## src/rtl/vga_fetch_arbiter.sv

```systemverilog
// Pixel memory arbiter: display prefetch (strict priority) plus host read/write port,
// with a 1bpp serialiser that tracks the beam one word ahead.
module vga_fetch_arbiter #(
    parameter int H_DISPLAY = 800,
    parameter int V_DISPLAY = 600,
    parameter int H_MAX     = 1055,
    parameter int V_MAX     = 627,
    parameter int DATA_W    = 16,
    parameter int ADDR_W    = 15
) (
    input  logic              clk,
    input  logic              rst_n,
    input  logic [10:0]       x,
    input  logic [9:0]        y,
    input  logic              displayOn,
    output logic              pixel,
    output logic              mem_en,
    output logic              mem_we,
    output logic [ADDR_W-1:0] mem_addr,
    output logic [DATA_W-1:0] mem_wdata,
    input  logic [DATA_W-1:0] mem_rdata,
    input  logic              host_req,
    input  logic              host_we,
    input  logic [ADDR_W-1:0] host_addr,
    input  logic [DATA_W-1:0] host_wdata,
    output logic              host_gnt,
    output logic [DATA_W-1:0] host_rdata,
    output logic              host_rvalid
);
    localparam int WPL = H_DISPLAY / DATA_W;
    localparam int SH  = $clog2(DATA_W);
    localparam logic [SH-1:0] FETCH_PH = SH'(DATA_W - 4);
    localparam logic [SH-1:0] LOAD_PH  = SH'(DATA_W - 1);

    logic [ADDR_W-1:0] cur_base_q, cur_base_d;
    logic [ADDR_W-1:0] nxt_base_q, nxt_base_d;
    logic [DATA_W-1:0] pending_q, pending_d;
    logic [DATA_W-1:0] shift_q, shift_d;
    logic [DATA_W-1:0] host_rdata_q;
    logic              disp_rd_q, disp_rd_d;
    logic              host_rd_q, host_rd_d;

    logic [10:0]       word_k;
    logic [9:0]        nr;
    logic              fetch_line, fetch_next, fetch_due, load;
    logic [ADDR_W-1:0] disp_addr;

    assign word_k = x >> SH;

    always_comb begin
        nr         = (y == 10'(V_MAX)) ? 10'd0 : y + 10'd1;
        fetch_line = (x[SH-1:0] == FETCH_PH) && (word_k + 11'd1 < 11'(WPL)) &&
                     (y < 10'(V_DISPLAY));
        fetch_next = (x == 11'(H_MAX - 3)) && (nr < 10'(V_DISPLAY));
        fetch_due  = fetch_line || fetch_next;
        disp_addr  = fetch_line ? cur_base_q + ADDR_W'(word_k) + ADDR_W'(1) : nxt_base_q;
        load       = ((x[SH-1:0] == LOAD_PH) && (x < 11'(H_DISPLAY - 1))) ||
                     (x == 11'(H_MAX));
    end

    // Held in reset the memory and host strobes go quiet immediately, not at the next edge.
    always_comb begin
        mem_en    = 1'b0;
        mem_we    = 1'b0;
        mem_addr  = '0;
        mem_wdata = '0;
        host_gnt  = 1'b0;
        if (rst_n) begin
            if (fetch_due) begin
                mem_en   = 1'b1;
                mem_addr = disp_addr;
            end else if (host_req) begin
                mem_en    = 1'b1;
                mem_we    = host_we;
                mem_addr  = host_addr;
                mem_wdata = host_wdata;
                host_gnt  = 1'b1;
            end
        end
    end

    // Line bases step by WPL at each line end so no multiplier is needed.
    always_comb begin
        cur_base_d = cur_base_q;
        nxt_base_d = nxt_base_q;
        if (x == 11'(H_MAX)) begin
            cur_base_d = nxt_base_q;
            nxt_base_d = (nr == 10'(V_MAX)) ? '0 : nxt_base_q + ADDR_W'(WPL);
        end
    end

    always_comb begin
        disp_rd_d   = mem_en && !host_gnt;
        host_rd_d   = host_gnt && !host_we;
        pending_d   = disp_rd_q ? mem_rdata : pending_q;
        shift_d     = load ? pending_q : (shift_q << 1);
        host_rvalid = host_rd_q;
        host_rdata  = host_rd_q ? mem_rdata : host_rdata_q;
        pixel       = displayOn & shift_q[DATA_W-1];
    end

    always_ff @(posedge clk or negedge rst_n) begin
        if (!rst_n) begin
            cur_base_q   <= '0;
            nxt_base_q   <= '0;
            pending_q    <= '0;
            shift_q      <= '0;
            host_rdata_q <= '0;
            disp_rd_q    <= 1'b0;
            host_rd_q    <= 1'b0;
        end else begin
            cur_base_q   <= cur_base_d;
            nxt_base_q   <= nxt_base_d;
            pending_q    <= pending_d;
            shift_q      <= shift_d;
            host_rdata_q <= host_rdata;
            disp_rd_q    <= disp_rd_d;
            host_rd_q    <= host_rd_d;
        end
    end
endmodule
```

## config.mk

```make
export PLATFORM = sky130hd
export DESIGN_NAME = vga_fetch_arbiter
export DESIGN_NICKNAME = d
export VERILOG_FILES = /design/src/rtl/vga_fetch_arbiter.sv
export SDC_FILE = /design/constraint.sdc
export NUM_CORES = 1
export LEC_CHECK = 0
export ABC_AREA = 1
export BUFFER_PORTS_ARGS = -buffer_cell sky130_fd_sc_hd__buf_2
export CORE_UTILIZATION = 55
export CTS_CLUSTER_DIAMETER = 100
export DETAILED_ROUTE_END_ITERATION = 7
export HOLD_SLACK_MARGIN = 0.12
export PLACE_DENSITY = 0.82
export REMOVE_ABC_BUFFERS = 1
export SKIP_CTS_REPAIR_TIMING = 1
export SYNTH_ARGS = -nofsm -noshare
export SYNTH_HDL_FRONTEND = slang
export SYNTH_SLANG_ARGS = --single-unit
```

## constraint.sdc

```tcl
create_clock -name clk -period 3.55 [get_ports clk]
set_clock_uncertainty 0.05 [all_clocks]
set_input_delay 0.1775 -clock clk [delete_from_list [all_inputs] [get_ports clk]]
set_output_delay 0.1775 -clock clk [all_outputs]
set_load 0.01 [all_outputs]
```

# Yosys cells after proc, flatten, opt, wreduce, memory -nomap -nowiden

Cells that the tools add are included.
Widths: inputs -> output; s select.

$lt $le $gt $ge: 4
Bitwise gates (word level): 1
Muxes and demuxes: 19
Add/subtract/negate cells: 5
Equal/unequal tests: 6
Reduce and logical (&&, ||, !) cells: 10

Operator list:

| operator              | count |
|---|---|
| $mux 16               | 5 |
| $mux 15               | 5 |
| $eq 11x11->1 const B  | 2 |
| $eq 10x10->1 const B  | 2 |
| $lt 10x10->1 const B  | 2 |
| $add 15x1->15 const B | 1 |
| $add 15x6->15 const B | 1 |
| $add 15x7->15         | 1 |
| $lt 11x10->1 const B  | 1 |
| $add 10x1->10 const B | 1 |
| $mux 10               | 1 |
| $add 7x1->8 const B   | 1 |
| $eq 4x4->1 const B    | 2 |
| $lt 8x6->1 const B    | 1 |
| $mux 1                | 8 |
| $logic_and 1x1->1     | 6 |
| $logic_not 1->1       | 2 |
| $logic_or 1x1->1      | 2 |
| $and 1x1->1           | 1 |

Bits in registers: 80
Output and inout port bits: 52

# Logic depth before layout (Yosys ltp)

Gate-level depths: netlist of run 1.

Depth after elaboration: 9
Mapped depth: 15
Mapped depth without buffers: 15

# Least setup slack after synthesis of run 1

No wires, ideal clock.

Path kind: reg-to-output
Start: register cur_base_q[2]
End: output mem_addr[9]
Stages on the path, launching flop included: 12
Path buffers: 0
Data required time: 3.322 ns
Path slack: 1.615 ns
Arrival time: 1.707 ns
Path through: dfrtp_1 > ha_1 > or2_2 > nand3_1 > nand2_1 > nand2_1 > o21ai_0 > nand2_1 > nand2_1 > nand2_1 > nand2_1 > nor2_1

Longest elaborated chain between the ends: 5

RTL lines:

| what                   | line | RTL |
|---|---|---|
| from (decl)            | 35   | `logic [ADDR_W-1:0] cur_base_q, cur_base_d;` |
| from (signal assigned) | 112  | `cur_base_q <= cur_base_d;` |
| $add 15x7->15          | 56   | `disp_addr = fetch_line ? cur_base_q + ADDR_W'(word_k) + ADDR_W'(1) : nxt_base_q;` |
| $add 15x1->15          | 56   |  |
| $mux 15                | 56   |  |
| $mux 15                | 69   | `if (fetch_due) begin` |
| $mux 15                | 68   | `if (rst_n) begin` |
| to (decl)              | 19   | `output logic [ADDR_W-1:0] mem_addr,` |

No other way between the ends.

# Final worst setup path of run 1

Start: input x[4]
End: output mem_wdata[1]

Longest elaborated chain between the ends: 7
Elaborated cells on any way between the ends: 9
Those cells by class: add/sub (1); order compare (1); eq/ne (1); mux (2); reduce/logical (4)

RTL lines:

| what                            | line | RTL |
|---|---|---|
| from (decl)                     | 13   | `input logic [10:0] x,` |
| $add 7x1->8                     | 52   | `fetch_line = (x[SH-1:0] == FETCH_PH) && (word_k + 11'd1 < 11'(WPL)) &&` |
| $lt 8x6->1                      | 52   |  |
| $logic_and 1x1->1 (2 in series) | 52   |  |
| $logic_or 1x1->1 (*)            | 55   | `fetch_due = fetch_line \|\| fetch_next;` |
| $mux 16 (*)                     | 69   |  |
| $mux 16 (*)                     | 68   |  |
| to (decl)                       | 20   | `output logic [DATA_W-1:0] mem_wdata,` |

Every way passes the cells marked *; elsewhere a longest branch is shown, timed or not.

==> results of run 1 <==
## synthesized netlist by cell type, drive strengths merged (3+ instances only)
library cell  instances  area share (%)
or2                   3            0.38
a21oi                 9            0.91
buf                   8             1.1
xor2                  3            0.53
ha                    9             2.3
nand3                55             5.7
clkbuf               15             1.1
nand3b                3            0.45
nor3                 11             1.2
inv                 114             8.7
nor2                 71             7.5
nand4                 9             1.1
nand2               246              19
mux2                 16             3.6
o21ai                51             5.1
xnor2                 4            0.71
dfrtp                78              39
## worst reg2reg max path, delay by kind of cell, from the launching register on
family	cells	cell delay (ps)
AO/OA/AOI/OAI	2	470
adder cells (fa/ha/maj)	1	240
buffers and inverters	1	60
flip-flops	1	400
AND/OR/NAND/NOR	2	380
## power breakdown
part	internal, mW	switching [mW]	total, mW
clock	0.463	0.308	0.771
sequential	0.984	0.0331	1.02
combinational	0.172	0.225	0.397
## per-stage QoR
stage | std cells | worst slack (ps) | cell area (um^2) | util, %
global route | 957 | 645 | 6050 | 69.4
floorplan | 689 | 1300 | 4860 | -
detailed placement | 924 | 971 | 5640 | 64.6
CTS | 939 | 955 | 5870 | 67.3
finish | 957 | 946 | 6050 | 69.4
global placement | 924 | 1110 | 5640 | 64.6
## routing by layer
metal / up-vias / wire, um / track usage [%]
met1: 2139 / 4990 / 29.7
met4: 0 / 113 / 6.89
li1: 2463 / - / -
met3: 14 / 513 / 3.97
met2: 126 / 5740 / 44.4
met5: - / 0 / 0
## registers in the layout, summed over array words and instances, names as in the netlist
| name | cells |
|---|---|
| pending_q | 16 |
| shift_q | 16 |
| host_rvalid | 1 |
| disp_rd_q | 1 |
| cur_base_q | 14 |
| host_rdata_q | 16 |
| nxt_base_q | 14 |
## final timing paths
kind	slack, ps	depth (start not counted)	end	start
min in group clk	340	7	nxt_base_q[2]	y[0]
max in group asynchronous	2220	3	cur_base_q[6]	rst_n
worst max register to register	1840	6	nxt_base_q[7]	nxt_base_q[1]
worst max-delay path	950	14	mem_wdata[1]	x[4]
worst min-delay path	180	2	nxt_base_q[13]	rst_n
worst min register to register	410	2	shift_q[14]	shift_q[13]
## layout make-up
class                      instances  share of cell area [%]
multi-input combinational        497                    40.9
sequential                        78                    32.2
timing repair buffer             145                    13.6
inverter                         114                    7.11
tap                              108                    2.23
clock buffer                       9                    2.05
clock inverter                     6                    1.84
## logic make-up after synthesis
family	share of synthesized area, %
compound gates	6.65
xor+xnor	1.23
flops	39.3
fa+ha+maj	2.67
simple gates	35.6
buf+inv	10.9
mux	3.63
==> qor.yml, run 1 <==
synth:
  ys_seq_elements: 78
  ys.flop_type: "dfrtp_1"
  ys_seq_area_share_pct: 39.3
  postSynthCellCount: 712
  syn_avg_cell_area_um2: 6.98
  synth-async-reset-ratio_pct: 100
  yosys.cell_types.count: 33
  synth.cell_area_um2: 4970
  ys_warn_count: 0
  synth_edf_count: 0
clocking:
  clockBufferDepth: 2
  cts.clk_slew.worst_paths_ps: 80
  cts_tree: "done"
  cts_sinks: 78
  cts_made_buffers: 9
  clk_latency_ps: 340
  root_buffer: "clkbuf_8"
  h-tree-depth: 3
drt:
  via_count: 4742
  ant_nets: 0
  drt_first_pass_iters: 5
  postRouteWirelength_mm: 11.4
  wl_per_cell_um: 11.9
  drt-initial-drc-count: 204
  drt_drc_violations_left: 0
  avgViaCountPerCell: 4.96
global_routing:
  grtUsageTotal_pct: 24.4
  antenna_found_initial: 0
  grt_pass1_vias: 4546
  grt_overflow: 0
  grt_first_pass_wirelength_mm: 19.2
  grt_max_degree: 69
sta:
  tightest_slew_ps: 875
  slew_violations: 0
  maxSlewHeadroom_pct: 41.6
  tns_ps: 0
  finalCritPeriodShare_pct: 73.4
  final_hold_viol_count: 0
  rsz0062_at_grt: "no"
  max_freq_ghz: 0.384
  hold_slack_ps: 180
  layout_min_cycle_time_ps: 2600
  setup_violations: 0
worst_setup_path:
  startpoint_type: "input port"
  crit_top_cell: "nand2_1"
  cp.required_ps: 3320
  slowest_delay_ps: 390
  critPathMaxFanout: 19
  endpoint_kind: "primary output"
  crit_buf_inv: 4
  path_cells: "buf_2, ha_1, nand2_1, inv_1, nand3_1, nand2_1, nand3b_1, nor2_1, nand2_1, nand2_4, nor2_8, inv_4, nor2_1, buf_2"
  criticalPathCategory: "in -> out"
  crit_path_top_delay_cell: "nand2_1"
  crit_arrival_ps: 2380
  crit_family: "simple AND/OR/NAND/NOR gates"
finish:
  n_antenna_cell: 0
  fin_nets: 928
  multi_input_area_um2: 2470
  fillers: 695
  drive_gt1_share_pct: 21.6
  final_cell_mix: "nand2_1, buf_2, inv_1"
  area_growth_pct: 21.8
  seq_area_um2: 1950
  final_common_cell: "nand2_1"
placed_design:
  gp_congestion: 0.834
  hpwl_mm: 8.42
  portBuffers: 124
power_and_ir_drop:
  total_power_mw: 2.18
  p_per_area_nw_per_um2: 361
  p_leak_nw: 3.44
  ir_worst_vdd_uv: 368
die:
  rows: 34
  initial_utilization_pct: 57.0
  fp.dieH_um: 97.0
  coreArea_um2: 8720
  dieArea_um2: 9420
  fp.dieW_um: 97.0
  pin_count: 125
hold_path:
  hold_path.class: "in -> async"
job:
  cap_viol_max_count: 0
outcome:
  status: "completed"
No activity file was read; power rests on OpenSTA's default activity.
==> run 2: changes to the inputs <==
--- a/config.mk
+++ b/config.mk
@@ -7,11 +7,11 @@
 export LEC_CHECK = 0
 export ABC_AREA = 1
 export BUFFER_PORTS_ARGS = -buffer_cell sky130_fd_sc_hd__buf_2
-export CORE_UTILIZATION = 55
+export CORE_UTILIZATION = 49
 export CTS_CLUSTER_DIAMETER = 100
 export DETAILED_ROUTE_END_ITERATION = 7
 export HOLD_SLACK_MARGIN = 0.12
-export PLACE_DENSITY = 0.82
+export PLACE_DENSITY = 0.77
 export REMOVE_ABC_BUFFERS = 1
 export SKIP_CTS_REPAIR_TIMING = 1
 export SYNTH_ARGS = -nofsm -noshare
==> constraint.sdc (replaced) <==
create_clock -name clk -period 2.17 [get_ports clk]
set_clock_uncertainty 0.05 [all_clocks]
set_input_delay 0.1085 -clock clk [delete_from_list [all_inputs] [get_ports clk]]
set_output_delay 0.1085 -clock clk [all_outputs]
set_load 0.01 [all_outputs]
==> run 2 against run 1 <==
  * The run now ends with setup timing left
  * Worst setup slack lost 1100 ps
  * Hold slack lost 59 ps
  * Combinational power up 76%
  * Largest power group unchanged
  * Clock power rose by 54%
  * Total power up 63%
  * Highest routed layer unchanged
  * Flip-flop and latch count did not move
==> qor.yml, run 2 (synthesis results as in run 1) <==
outcome:
  status: "complete, but fails checks"
  violations: "setup timing"
sta:
  layout_min_cycle_time_ps: 2350
  max_freq_ghz: 0.425
  slew_violations: 0  # unchanged
  final_hold_viol_count: 0  # unchanged
  fin_ws_ps: -183  # -1130 ps
  setup_violations: 9  # +9
  maxSlewHeadroom_pct: 50.7  # +9.1 points
  hold_slack_ps: 121  # -59.0 ps
  finalCritPeriodShare_pct: 108
  tightest_slew_ps: 739  # -137 ps
  rsz0062_at_grt: "yes"
  tns_ps: -773  # -773 ps
global_routing:
  antenna_found_initial: 0  # unchanged
  grtUsageTotal_pct: 21.2  # -3.2 points
  grt_overflow: 0  # unchanged
  grt_max_degree: 49  # -29%
  grt_pass1_vias: 4245  # -6.6%
  grt_first_pass_wirelength_mm: 17.8  # -7.1%
worst_setup_path:
  crit_family: "simple AND/OR/NAND/NOR gates"
  crit_buf_inv: 2  # -2
  path_cells: "ha_4, nand2_1, inv_1, nand4_1, nand2_2, nand2_1, nand3_1, nand2_1, nand2_1, nand2_1, nand2_1, nand2_1, nor2_1, buf_2"
  crit_arrival_ps: 2190  # -190 ps
  criticalPathCategory: "reg -> out"
  slowest_delay_ps: 420  # +30 ps
  critPathMaxFanout: 4  # -15
  crit_top_cell: "nand2_1"
  cp.required_ps: 2010  # -1310 ps
  startpoint_type: "register"
  crit_path_top_delay_cell: "dfrtp_1"
  endpoint_kind: "primary output"
placed_design:
  placed_cell_area_um2: 5710  # +1.4%
  hpwl_mm: 8.27  # -1.8%
  gp_congestion: 0.860  # +3.1%
  portBuffers: 124  # unchanged
  post-place-ws_ps: 78.8  # -892 ps
job:
  cap_viol_max_count: 0  # unchanged
finish:
  n_antenna_cell: 0  # unchanged
  multi_input_area_um2: 2680  # +8.1%
  stdcell_area_um2: 6430  # +6.3%
  final_cell_mix: "nand2_1, buf_2, inv_1"
  reg_top3: "host_rdata_q: 16 flops, pending_q: 16 flops, shift_q: 16 flops"
  fillers: 863  # +24%
  fin_nets: 947  # +2.0%
  area_growth_pct: 29.5
  drive_gt1_share_pct: 27.4  # +5.8 points
  seq_area_um2: 1950  # unchanged
  postLayoutCoreUtil_pct: 65.5  # -3.9 points
  final_common_cell: "nand2_1"
drt:
  drt-initial-drc-count: 253  # +24%
  ant_nets: 0  # unchanged
  drt_drc_violations_left: 0  # unchanged
  wl_per_cell_um: 11.8  # -0.77%
  via_count: 4863  # +2.6%
  drt_first_pass_iters: 5  # unchanged
  postRouteWirelength_mm: 11.8  # +3.9%
  avgViaCountPerCell: 4.85  # -2.1%
power_and_ir_drop:
  p_per_area_nw_per_um2: 552  # +53%
  p_leak_nw: 3.55  # +3.3%
  ir_worst_vdd_uv: 606  # +64%
die:
  dieArea_um2: 10500  # +12%
  rows: 36  # +5.9%
  coreArea_um2: 9820  # +13%
  fp.dieW_um: 103  # +5.8%
  pin_count: 125  # unchanged
  initial_utilization_pct: 50.6  # -6.4 points
  fp.dieH_um: 103  # +5.8%
clocking:
  cts_made_buffers: 9  # unchanged
  root_buffer: "clkbuf_8"
  clk_latency_ps: 350  # about the same
  cts.clk_slew.worst_paths_ps: 70  # about the same
  h-tree-depth: 3  # unchanged
  cts_tree: "done"
  clockBufferDepth: 2  # unchanged
  cts_sinks: 78  # unchanged
hold_path:
  hold_path.class: "in -> async"
==> run 2: metrics by stage <==
stage	power [mW]	instances
global route	3.74	1002
CTS	3.51	971
global placement	2.28	955
detailed placement	2.31	955
finish	3.55	1002
floorplan	2.04	689
==> run 2: worst paths after layout <==
check,to,startpoint,slack (ps),cells past startpoint
min reg2reg,shift_q[5],shift_q[4],410,2
max,mem_addr[14],cur_base_q[4],-180,14
max in group asynchronous,pending_q[0],rst_n,1100,3
min in group clk,nxt_base_q[2],y[0],260,7
min,nxt_base_q[12],rst_n,120,2
max reg2reg,nxt_base_q[7],nxt_base_q[1],470,6
==> run 2: per-layer routing <==
metal  part of all wire [%]  wire length (um)  GRT usage (%)
met5                      0                 0              0
met4                    1.7               201           6.15
met3                    4.5               530           2.24
met2                     50              5930           39.6
met1                     44              5140           25.5
==> run 2: cell type report <==
type	instances	share of cell area, %
sequential	78	30.3
timing repair buffer	164	15.2
inverter	114	6.77
tap	133	2.59
clock inverter	5	1.28
multi-input combinational	497	41.6
clock buffer	11	2.20
==> run 2: power by group <==
part	internal (mW)	switching (mW)
clock	0.681	0.508
combinational	0.308	0.390
sequential	1.61	0.0548
==> run 3: changes to the inputs <==
--- a/config.mk
+++ b/config.mk
@@ -7,11 +7,12 @@
 export LEC_CHECK = 0
 export ABC_AREA = 1
 export BUFFER_PORTS_ARGS = -buffer_cell sky130_fd_sc_hd__buf_2
-export CORE_UTILIZATION = 49
+export CORE_UTILIZATION = 50
+export CTS_BUF_LIST = sky130_fd_sc_hd__clkbuf_4 sky130_fd_sc_hd__clkbuf_8
 export CTS_CLUSTER_DIAMETER = 100
 export DETAILED_ROUTE_END_ITERATION = 7
 export HOLD_SLACK_MARGIN = 0.12
-export PLACE_DENSITY = 0.77
+export PLACE_DENSITY = 0.79
 export REMOVE_ABC_BUFFERS = 1
 export SKIP_CTS_REPAIR_TIMING = 1
 export SYNTH_ARGS = -nofsm -noshare
==> run 3 against run 2 <==
  * The run still ends with setup timing left
  * Clock power about the same
  * Via count is 1.8% lower
  * Hold slack improved by 140 ps
  * Sequential share of layout area increased by 0.28 points
  * Global-route usage down 0.66 points
  * First-iteration DRC count decreased by 6.3%
  * Final area shrank 0.91%
  * Highest routed layer unchanged
  * Core utilization rose by 0.31 points
  * Register-to-register slack about the same
  * Sequential power about the same
  * Critical endpoint is now mem_addr[5]
==> qor.yml, run 3 (synthesis results as in run 1) <==
drt:
  avgViaCountPerCell: 4.79  # -1.2%
  wl_per_cell_um: 11.6  # -1.5%
  ant_nets: 0  # unchanged
  drt_drc_violations_left: 0  # unchanged
  drt-initial-drc-count: 237  # -6.3%
  via_count: 4774  # -1.8%
  drt_first_pass_iters: 7  # +2
  postRouteWirelength_mm: 11.6  # -2.1%
sta:
  max_freq_ghz: 0.425  # about the same
  slew_violations: 0  # unchanged
  final_hold_viol_count: 0  # unchanged
  setup_violations: 10  # +1
  fin_ws_ps: -184  # -1.36 ps
  rsz0062_at_grt: "yes"
  finalCritPeriodShare_pct: 108  # about the same
  hold_slack_ps: 264  # +143 ps
  layout_min_cycle_time_ps: 2350  # +1.36 ps
  tightest_slew_ps: 801  # +62.3 ps
  maxSlewHeadroom_pct: 46.5  # -4.2 points
clocking:
  root_buffer: "clkbuf_8"
  h-tree-depth: 3  # unchanged
  clockBufferDepth: 2  # unchanged
  cts_sinks: 78  # unchanged
  cts.clk_slew.worst_paths_ps: 80  # about the same
  clk_latency_ps: 350  # about the same
  cts_made_buffers: 9  # unchanged
  cts_tree: "done"
global_routing:
  grt_first_pass_wirelength_mm: 17.0  # -4.7%
  grt_max_degree: 48  # -2.0%
  grtUsageTotal_pct: 20.5  # -0.66 points
  grt_overflow: 0  # unchanged
  grt_pass1_vias: 4079  # -3.9%
  antenna_found_initial: 0  # unchanged
finish:
  reg_top3: "host_rdata_q: 16 flops, pending_q: 16 flops, shift_q: 16 flops"
  final_common_cell: "nand2_1"
  fin_nets: 941  # -0.63%
  postLayoutCoreUtil_pct: 65.8  # +0.31 points
  n_antenna_cell: 0  # unchanged
  area_growth_pct: 28.3
  drive_gt1_share_pct: 27.2  # -0.16 points
  final_cell_mix: "nand2_1, buf_2, inv_1"
placed_design:
  portBuffers: 124  # unchanged
  gp_congestion: 0.895  # +4.1%
  hpwl_mm: 7.94  # -3.9%
worst_setup_path:
  slowest_delay_ps: 420  # about the same
  crit_arrival_ps: 2200  # about the same
  crit_path_top_delay_cell: "dfrtp_1"
  criticalPathCategory: "reg -> out"
  cp.required_ps: 2010  # about the same
  path_cells: "ha_4, buf_6, nand2_2, nand2_2, a21oi_2, o21ai_1, xnor2_1, nand2_1, nand2_1, nand2_1, nand2_1, nor2_1, buf_2"
  crit_top_cell: "nand2_1"
  critPathMaxFanout: 5  # +1
  startpoint_type: "register"
  endpoint_kind: "primary output"
die:
  pin_count: 125  # unchanged
  rows: 36  # unchanged
  dieArea_um2: 10300  # -2.0%
  initial_utilization_pct: 51.3  # +0.71 points
  coreArea_um2: 9680  # -1.4%
  fp.dieH_um: 102  # -0.98%
  fp.dieW_um: 102  # -0.98%
power_and_ir_drop:
  ir_worst_vdd_uv: 529  # -13%
  p_leak_nw: 3.52  # -0.89%
  seqPwrFrac_pct: 46.9  # about the same
  p_int_mw: 2.57  # -0.95%
  total_power_mw: 3.54  # -0.22%
  p_clk_share_pct: 33.5  # about the same
  p_comb_share_pct: 19.6  # about the same
  p_per_area_nw_per_um2: 556  # +0.70%
  switching_power_uw: 969  # +1.8%
  p_sw_share_pct: 27.4  # +0.54 points
job:
  cap_viol_max_count: 0  # unchanged
outcome:
  status: "complete, but fails checks"
  violations: "setup timing"
hold_path:
  hold_path.class: "in -> reg"
## run 3: cell count changes in the layout (fill, tap and decap cells not counted), sizes merged
cell	change
buf	-6
clkbuf	-1
clkinvlp	+1
## run 3: power groups by stage
stage	Clock (mW)	Sequential, mW	Combinational (mW)
after floorplan	0	1.67	0.367
after global placement	0	1.68	0.607
after detailed placement	0	1.69	0.621
after CTS	1.21	1.66	0.624
after global routing	1.26	1.68	0.783
final	1.19	1.66	0.695
## run 3: layer usage
metal | track usage (%) | part of all wire (%)
met3 | 3.38 | 5.0
met2 | 36.0 | 48
met4 | 4.35 | 1.2
met1 | 26.6 | 45
met5 | 0 | 0
## run 3: final timing paths
| kind | endpoint | slack, ps | startpoint | cells past startpoint |
|---|---|---|---|---|
| hold / removal | nxt_base_q[2] | 260 | y[8] | 7 |
| hold reg to reg | shift_q[1] | 410 | shift_q[0] | 2 |
| min in group asynchronous | pending_q[13] | 340 | rst_n | 3 |
| setup reg to reg | nxt_base_q[12] | 470 | nxt_base_q[1] | 8 |
| max in group asynchronous | cur_base_q[9] | 830 | rst_n | 4 |
| setup / recovery | mem_addr[5] | -180 | cur_base_q[2] | 13 |
## run 3: through the flow
stage	setup slack, ps	std cells	instance area [um^2]	setup TNS, ps
3_3_place_gp	183	956	5720	0
6_report	-184	996	6370	-857
2_1_floorplan	-7.68	689	4860	-8.39
5_1_grt	-289	996	6370	-2270
4_1_cts	-243	972	5940	-1880
3_5_place_dp	146	956	5720	0
## run 3: cell type report
class	count	area, um^2
fillers	852	3310
flip-flops and latches	78	1950
inverters	114	433
clock inverters	6	86.3
clock buffers	10	131
well taps	133	166
repair buffers	158	931
multi-input cells	497	2680
## run 3: worst max-delay path: cells and delay by family (launching register included)
kind / cells / cell delay (ps)
AOI/OAI and AO/OA: 2 / 270
DFF: 1 / 420
xor gates and xnor gates: 1 / 230
adders and majority gates: 1 / 250
and+or+nand+nor: 7 / 400
buffers and inverters: 2 / 280
